**src/rtl/bcd_pkg.sv**
```systemverilog
// Shared BCD types, the per-cycle operation decode and a digit-validity helper used by the
// field counter.
package bcd_pkg;

  typedef logic [3:0] bcd_digit_t;

  localparam int unsigned MaxDigits = 8;
  localparam int unsigned MaxW      = 4 * MaxDigits;

  // Operation chosen for one cycle after strobe priority is resolved.
  typedef enum logic [2:0] {
    OpIdle,
    OpLoad,
    OpInc,
    OpDec,
    OpCount
  } op_e;

  // Callers zero-extend narrower fields; zero nibbles are legal BCD.
  function automatic logic bcd_valid(input logic [MaxW-1:0] v);
    logic ok;
    ok = 1'b1;
    for (int i = 0; i < int'(MaxDigits); i++) begin
      if (v[4*i +: 4] > 4'd9) ok = 1'b0;
    end
    return ok;
  endfunction

endpackage

```
**src/rtl/bcd_digit.sv**
```systemverilog
// One BCD digit step: adds or subtracts the incoming carry/borrow and reports ripple out.
module bcd_digit
  import bcd_pkg::*;
(
  input  bcd_digit_t d,
  input  logic       up,
  input  logic       cin,
  output bcd_digit_t q,
  output logic       cout
);

  always_comb begin
    q    = d;
    cout = 1'b0;
    if (cin) begin
      if (up) begin
        if (d >= 4'd9) begin
          q    = 4'd0;
          cout = 1'b1;
        end else begin
          q = d + 4'd1;
        end
      end else begin
        if (d == 4'd0) begin
          q    = 4'd9;
          cout = 1'b1;
        end else begin
          q = d - 4'd1;
        end
      end
    end
  end

endmodule

```
**src/rtl/bcd_field_counter.sv**
```systemverilog
// Multi-digit BCD field counter with runtime limits, edit pulses, parallel load and registered
// carry/load-error pulses. Instances cascade through carry_out -> en.
module bcd_field_counter
  import bcd_pkg::*;
#(
  parameter int unsigned             DIGITS  = 2,
  parameter logic [4*DIGITS-1:0]     RST_VAL = '0,
  parameter bit                      WRAP    = 1'b1
) (
  input  logic                clk,
  input  logic                rst_n,
  input  logic                en,
  input  logic                inc,
  input  logic                dec,
  input  logic                load,
  input  logic [4*DIGITS-1:0] load_val,
  input  logic [4*DIGITS-1:0] min_val,
  input  logic [4*DIGITS-1:0] max_val,
  output logic [4*DIGITS-1:0] value,
  output logic                carry_out,
  output logic                load_err
);

  localparam int unsigned W = 4 * DIGITS;

  logic [W-1:0]  value_q, value_d;
  logic          carry_q, carry_d;
  logic          err_q, err_d;
  logic [W-1:0]  up_v, dn_v;
  logic [DIGITS:0] up_c, dn_c;
  logic          at_max, at_min, load_ok;
  op_e           op;

  assign up_c[0] = 1'b1;
  assign dn_c[0] = 1'b1;

  for (genvar g = 0; g < int'(DIGITS); g++) begin : gen_digit
    bcd_digit u_up (
      .d    (value_q[4*g +: 4]),
      .up   (1'b1),
      .cin  (up_c[g]),
      .q    (up_v[4*g +: 4]),
      .cout (up_c[g+1])
    );
    bcd_digit u_dn (
      .d    (value_q[4*g +: 4]),
      .up   (1'b0),
      .cin  (dn_c[g]),
      .q    (dn_v[4*g +: 4]),
      .cout (dn_c[g+1])
    );
  end

  // A ripple out of the top digit means all-nines (or all-zeros), which is always at the limit.
  assign at_max  = (value_q >= max_val) || up_c[DIGITS];
  assign at_min  = (value_q <= min_val) || dn_c[DIGITS];
  assign load_ok = bcd_valid(MaxW'(load_val)) && (load_val >= min_val) && (load_val <= max_val);

  always_comb begin
    op = OpIdle;
    if (load) begin
      op = OpLoad;
    end else if (inc || dec) begin
      // Both edit strobes together cancel and still block en.
      if (inc && !dec) op = OpInc;
      else if (dec && !inc) op = OpDec;
    end else if (en) begin
      op = OpCount;
    end
  end

  always_comb begin
    value_d = value_q;
    carry_d = 1'b0;
    err_d   = 1'b0;
    unique case (op)
      OpIdle: ;
      OpLoad: begin
        if (load_ok) value_d = load_val;
        else err_d = 1'b1;
      end
      OpInc: value_d = at_max ? (WRAP ? min_val : max_val) : up_v;
      OpDec: begin
        if (at_min) value_d = WRAP ? max_val : min_val;
        else if (value_q > max_val) value_d = max_val;
        else value_d = dn_v;
      end
      OpCount: begin
        if (at_max) begin
          value_d = WRAP ? min_val : max_val;
          carry_d = WRAP;
        end else begin
          value_d = up_v;
        end
      end
      default: ;
    endcase
  end

  always_ff @(posedge clk or negedge rst_n) begin
    if (!rst_n) begin
      value_q <= RST_VAL;
      carry_q <= 1'b0;
      err_q   <= 1'b0;
    end else begin
      value_q <= value_d;
      carry_q <= carry_d;
      err_q   <= err_d;
    end
  end

  assign value     = value_q;
  assign carry_out = carry_q;
  assign load_err  = err_q;

endmodule
```
**config.mk**
```make
export PLATFORM = sky130hd
export DESIGN_NAME = bcd_field_counter
export DESIGN_NICKNAME = d
export VERILOG_FILES = /design/src/rtl/bcd_pkg.sv /design/src/rtl/bcd_digit.sv /design/src/rtl/bcd_field_counter.sv
export SDC_FILE = /design/constraint.sdc
export NUM_CORES = 1
export LEC_CHECK = 0
export CAP_MARGIN = 40
export CELL_PAD_IN_SITES_DETAIL_PLACEMENT = 0
export CELL_PAD_IN_SITES_GLOBAL_PLACEMENT = 1
export CORE_MARGIN = 4
export CORE_UTILIZATION = 35
export DETAILED_ROUTE_END_ITERATION = 8
export GPL_ROUTABILITY_DRIVEN = 0
export GPL_TIMING_DRIVEN = 1
export PLACE_DENSITY = 0.87
export SLEW_MARGIN = 10
export SYNTH_ARGS = -nofsm -noshare
export SYNTH_HDL_FRONTEND = slang
export SYNTH_SLANG_ARGS = --single-unit
export TNS_END_PERCENT = 50
```
**constraint.sdc**
```tcl
create_clock -name clk -period 2.9 [get_ports clk]
set_clock_uncertainty 0.2 [all_clocks]
set_input_delay 0.58 -clock clk [delete_from_list [all_inputs] [get_ports clk]]
set_output_delay 0.58 -clock clk [all_outputs]
set_load 0.05 [all_outputs]
```
# Word level (Yosys, flattened, before mapping)

Cells that the tools add are included.

Add/subtract/negate cells: 4
Magnitude comparators: 9
Eq/ne operators: 7
Multiplexer cells: 28
Reduce and logical (&&, ||, !) cells: 15

Operator list:

| operator              | count |
|---|---|
| $mux W8               | 4 |
| $mux W4               | 6 |
| $pmux W8 S3           | 1 |
| $ge A8 B8 Y1          | 2 |
| $le A8 B8 Y1          | 2 |
| $mux W1               | 12 |
| $mux W3               | 3 |
| $add A4 B1 Y4 const B | 2 |
| $ge A4 B4 Y1 const B  | 2 |
| $gt A4 B4 Y1 const B  | 2 |
| $gt A8 B8 Y1          | 1 |
| $logic_not A4 Y1      | 2 |
| $sub A4 B1 Y4 const B | 2 |
| $eq A3 B2 Y1 const B  | 2 |
| $logic_and A1 B1 Y1   | 4 |
| $mux W2               | 2 |
| $ne A4 B3 Y1 const B  | 1 |
| $reduce_and A4 Y1     | 1 |
| $eq A3 B1 Y1 const B  | 1 |
| $eq A3 B3 Y1 const B  | 1 |
| $logic_or A1 B1 Y1    | 3 |
| $ne A3 B1 Y1 const B  | 1 |
| $reduce_bool A3 Y1    | 1 |
| $logic_not A1 Y1      | 2 |
| other kinds (3)       | 3 |

Flip-flop bits (word level): 10
Input port bits: 30
Output and inout bits: 10
Word-level logic and storage cells: 67

# Longest topological paths before layout

Depth in word-level cells: 10
Depth in mapped cells: 10
Gate-level depth less buffers: 9

# Cells and area by module

From an unflattened synthesis, not the netlist that was laid out.

Cells, all modules: 355
Area total of the unflattened synthesis: 2829.0 sq um

By module, submodules not included:

| module            | times used | cells an instance | area an instance (sq um) | sequential area each (sq um) |
|---|---|---|---|---|
| bcd_field_counter | 1          | 203               | 1667.8                   | 250.2 |
| bcd_digit         | 4          | 38                | 290.3                    | 0.0 |

# Worst setup path after synthesis

No wires, ideal clock.

Kind: register to register
Start point: register value_q[0], in the netlist value[0]
End point: register value_q[6], in the netlist value[6]
Library setup time: 0.128 ns
Arrival time: 2.684 ns
Data required time: 2.572 ns
Slack: -0.112 ns
Cell stages (with the launch flop): 9
Buffers on the path: 0
Clock period less this slack: 3.012 ns
Path through: dfrtp_1 inv_1 ha_1 and4_1 o31a_1 nor2_2 nor2b_1 a221o_1 mux2_1

Longest elaborated chain between the ends: 6
Elaborated cells on any way between the ends: 18
Classes of those cells: order compare: 4; eq/ne: 2; mux: 8; reduce/logical: 4

RTL lines:

| item                                                                     | RTL line                                         | RTL |
|---|---|---|
| from (decl)                                                              | bcd_field_counter.sv:26                          | `logic [W-1:0] value_q, value_d;` |
| from (signal assigned)                                                   | bcd_field_counter.sv:106                         | `value_q <= value_d;` |
| $ge A4 B4 Y1 / $logic_not A4 Y1 (equally long branches)                  | -                                                |  |
| $mux W1 (on tied branches)                                               | bcd_digit.sv:17, bcd_digit.sv:24                 |  |
| $mux W1                                                                  | bcd_digit.sv:15                                  | `if (cin) begin` |
| $logic_or A1 B1 Y1 (on tied branches)                                    | bcd_field_counter.sv:55, bcd_field_counter.sv:56 |  |
| $ne A3 B1 Y1 (no source line), or another cell as far along              | -                                                |  |
| $reduce_and A4 Y1 (no source line) / $pmux W8 S3 (equally long branches) | -                                                |  |

Parallel ways exist; a longest one is shown, timed or not.
A chain may end at the register's enable or synchronous reset.

# Worst setup path after layout

Start point: input port min_val[6]
End point: register value_q[6], in the netlist value[6]

Longest elaborated chain between the ends: 5
Elaborated cells on any way between the ends: 11
Classes of those cells: order compare: 2; eq/ne: 2; mux: 3; reduce/logical: 4

RTL lines:

| item                               | RTL line                | RTL |
|---|---|---|
| from (decl)                        | bcd_field_counter.sv:17 | `input logic [4*DIGITS-1:0] min_val,` |
| $ge A8 B8 Y1                       | bcd_field_counter.sv:57 | `assign load_ok = bcd_valid(MaxW'(load_val)) && (load_val >= min_val) && (load_val <= max_val);` |
| $logic_and A1 B1 Y1 (2 in a row)   | bcd_field_counter.sv:57 |  |
| $ne A2 B2 Y1 (no source line)      | -                       |  |
| $reduce_and A4 Y1 (no source line) | -                       |  |

Parallel ways exist; a longest one is shown, timed or not.

==> results.md <==
* Critical path peak fanout at 2
* Min-Delay Path Class: reg2reg
* Post-synthesis sequential area ratio at 13.1%
* Synth Instances at 230
* 1st-iter DRT viols at 61
* Synth top area share at 26.9%
* Clock share of power at 7.5%
* Top post-synthesis cells by area: ha_1 27%, dfrtp_1 13%, a21oi_1 4.7%
* Lkg Pwr at 1.39 nW
* CTS Buf Count at 3
* Sequential power share at 13.4%
* Clk pin slew, worst setup/hold paths at 0.05 ns
* Dominant cell by count in the synthesized netlist: ha_1
* Area Growth Syn to Fin at 58.9%
* Post-DP HPWL at 4.98 mm
* Tot Pwr at 2.06 mW
* Net Switching at 999 uW
* Die H at 81.9 um
* Multi-input gate area at 1790 um2
* Storage cell area at 256 um2
* Final-layout fill cell count at 471
* Fin crit share at 97.1%
* Most used cell along the critical path: mux2_4
* Fin. max-slew vios at 0
* Hold_ws at 0.474 ns
* Setup violations, final at 0
* Combinational cell fraction of total power at 79.1%
* Sum of negative setup slack at 0 ns
* First-pass GRT wire length at 10.4 mm
* Slew @ Worst Pin at 0.525 ns
* Status: completed
* Placed insts at 384
* Post-Syn Nets at 301
* Mapped Area at 1910 um2
* Most instantiated cells after synthesis: 41 x ha_1, 24 x inv_1, 20 x nand2_1
* Initial antenna violation count at 0
* Avg WL per Cell at 16.1 um
* Final wirelength at 6.35 mm
* Pre-antenna DRT Iters at 4
* Total GRT Usage at 19.8%
* Worst slew margin at 64.9%
* Final core occ at 58.3%
* Final Hold Fails at 0
* Crit-path cells: dlygate4sd2_1 > inv_2 > ha_4 > o21ai_1 > nor2_1 > or3b_1 > nand4_2 > mux2_4 > a221o_1 > mux2_4
* Avg Inst Size Synth at 8.31 um2
* TritonCTS clock tree: built
* Worst IR Drop VDD at 0.296 mV
* Layout Nets at 395
* Gr ovfl total at 0
* Min cycle time layout at 2.81 ns
* Share of layout cells above drive strength 1 at 37.8%
* Hold Buf Count CTS at 0
* Non-Filler Instances at 393
* Async S/R FF share, synth at 100%
* Chip width at 81.9 um
* Type of destination of the critical path: register
* Post-synth EDFFs at 0
* Worst Setup Path Type: in2reg
* Max-cap violations at 0
* Netlist cell types at 57
* # diodes at 0
* CP Data Required Time at 2.82 ns
* Remaining antenna violation count at 0
* Critical Path Slowest Stage Cell: or3b_1
* Row cnt at 26
* Die area at 6710 um2
* Predominant post-synthesis flop cell: dfrtp_1
* Largest net degree at the start of global routing at 12
* CTS H-tree lvls at 1
* Int Pwr at 1.06 mW
* Initial Util at 36.7%
* PwrDens at 677 nW/um2
* Post-synth top area cell: ha_1
* Worst EP arrival at 2.74 ns
* Clock Root Buffer: clkbuf_8
* Synthesized flop and latch total at 10
* # DRC at 0
* Critical Path Source Type: input pin
* Vias in the first global route at 2164
* Number of clock sinks at 10
* Vias per Instance at 5.40
* Warnings, synthesis at 0
* Core area at 5200 um2
* Via count at 2121
* I/O pin cnt at 40
* CTS Buffer Depth at 2
* Port buffer count at 39
* Slowest Stage Delay on Critical Path at 0.38 ns
* Clk Latency, worst-skew pair at 0.24 ns
* Sw Ratio at 48.6%
* Fmax at 355 MHz
[routing by layer]
layer | vias up | part of all wire (%) | global-route usage, % | routed length [um]
met5 | - | 0 | 0 | 0
met4 | 0 | 0.76 | 3.49 | 48
met3 | 8 | 3.2 | 1.97 | 201
met2 | 47 | 50 | 35.2 | 3190
met1 | 1010 | 46 | 25.9 | 2900
li1 | 1056 | - | - | -
[placed cells by master, fill, tap and decap left out, drive strengths merged, types with 2 or more instances in the layout]
cell type / count
and4: 2
a211oi: 3
nand2b: 6
nor2: 9
ha: 41
mux2: 5
o2111ai: 2
o221ai: 2
nand4: 7
dfrtp: 10
o31ai: 6
clkbuf: 8
clkdlybuf4s15: 2
a21oi: 18
o211ai: 5
nand2: 20
nor3b: 2
or3: 2
mux2i: 5
xor2: 2
o22a: 2
dlygate4sd2: 18
a31oi: 4
o21ai: 17
inv: 24
clkdlybuf4s50: 15
or3b: 2
nor2b: 4
o21a: 3
buf: 55
[power groups by stage]
stage	clock, mW	sequential [mW]	combinational [mW]
after floorplan	0	0.433	0.687
after global placement	0	0.259	1.39
after global routing	0.169	0.282	1.77
after CTS	0.155	0.267	1.53
after detailed placement	0	0.255	1.42
final	0.155	0.275	1.63
[flip-flops by register name (all words and copies together) (netlist names)]
| signal | count |
|---|---|
| carry_out | 1 |
| load_err | 1 |
| value | 8 |
[worst paths after layout]
kind	endpoint	start	slack [ns]	cells after the start
min reg2reg	value[5]	value[5]	0.47	1
max in group asynchronous	value[0]	rst_n	1.63	1
max reg2reg	value[6]	value[0]	0.10	9
min in group asynchronous	carry_out	rst_n	0.49	1
max	value[6]	min_val[6]	0.09	10
min	value[5]	value[5]	0.47	1
[critical path: cells and delay by family]
kind / cells / cell delay (ns)
muxes: 2 / 0.57
buffers and inverters: 2 / 0.35
adders and majority gates: 1 / 0.20
AOI/OAI and AO/OA: 2 / 0.45
and+or+nand+nor: 3 / 0.58
[per-stage QoR]
| step | area [um2] | worst slack [ns] |
|---|---|---|
| finish | 3040 | 0.0855 |
| global route | 3040 | -0.00969 |
| CTS | 2950 | 0.0171 |
| detailed placement | 2740 | -0.608 |
| global placement | 2740 | -0.584 |
| floorplan | 1920 | 0.0158 |
[kinds of logic (layout without fill, tap and decap cells)]
family	Yosys count	in the layout	share of synthesized area, %
AOI/OAI and AO/OA	75	75	27.6
xor gates and xnor gates	3	3	1.38
DFF	10	10	13.1
adders and majority gates	41	41	26.8
and+or+nand+nor	62	62	18.8
muxes	10	10	5.76
buffers and inverters	29	122	6.48
[repair_timing]
| action | CTS | global route |
|---|---|---|
| setup buffers | 3 | 2 |
| resized for setup | 61 | 21 |
| pin swaps | 17 | 11 |
| gates cloned | 0 | 0 |
| endpoints found under the setup margin | 8 | 6 |
[cell type report]
type,instances,area share [%]
clock buffer,4,1.48
inverter,24,2.97
multi-input combinational,191,59.0
sequential,10,8.45
tap,70,2.88
timing repair buffer,94,25.2
Power figures use the tool's default switching activity.
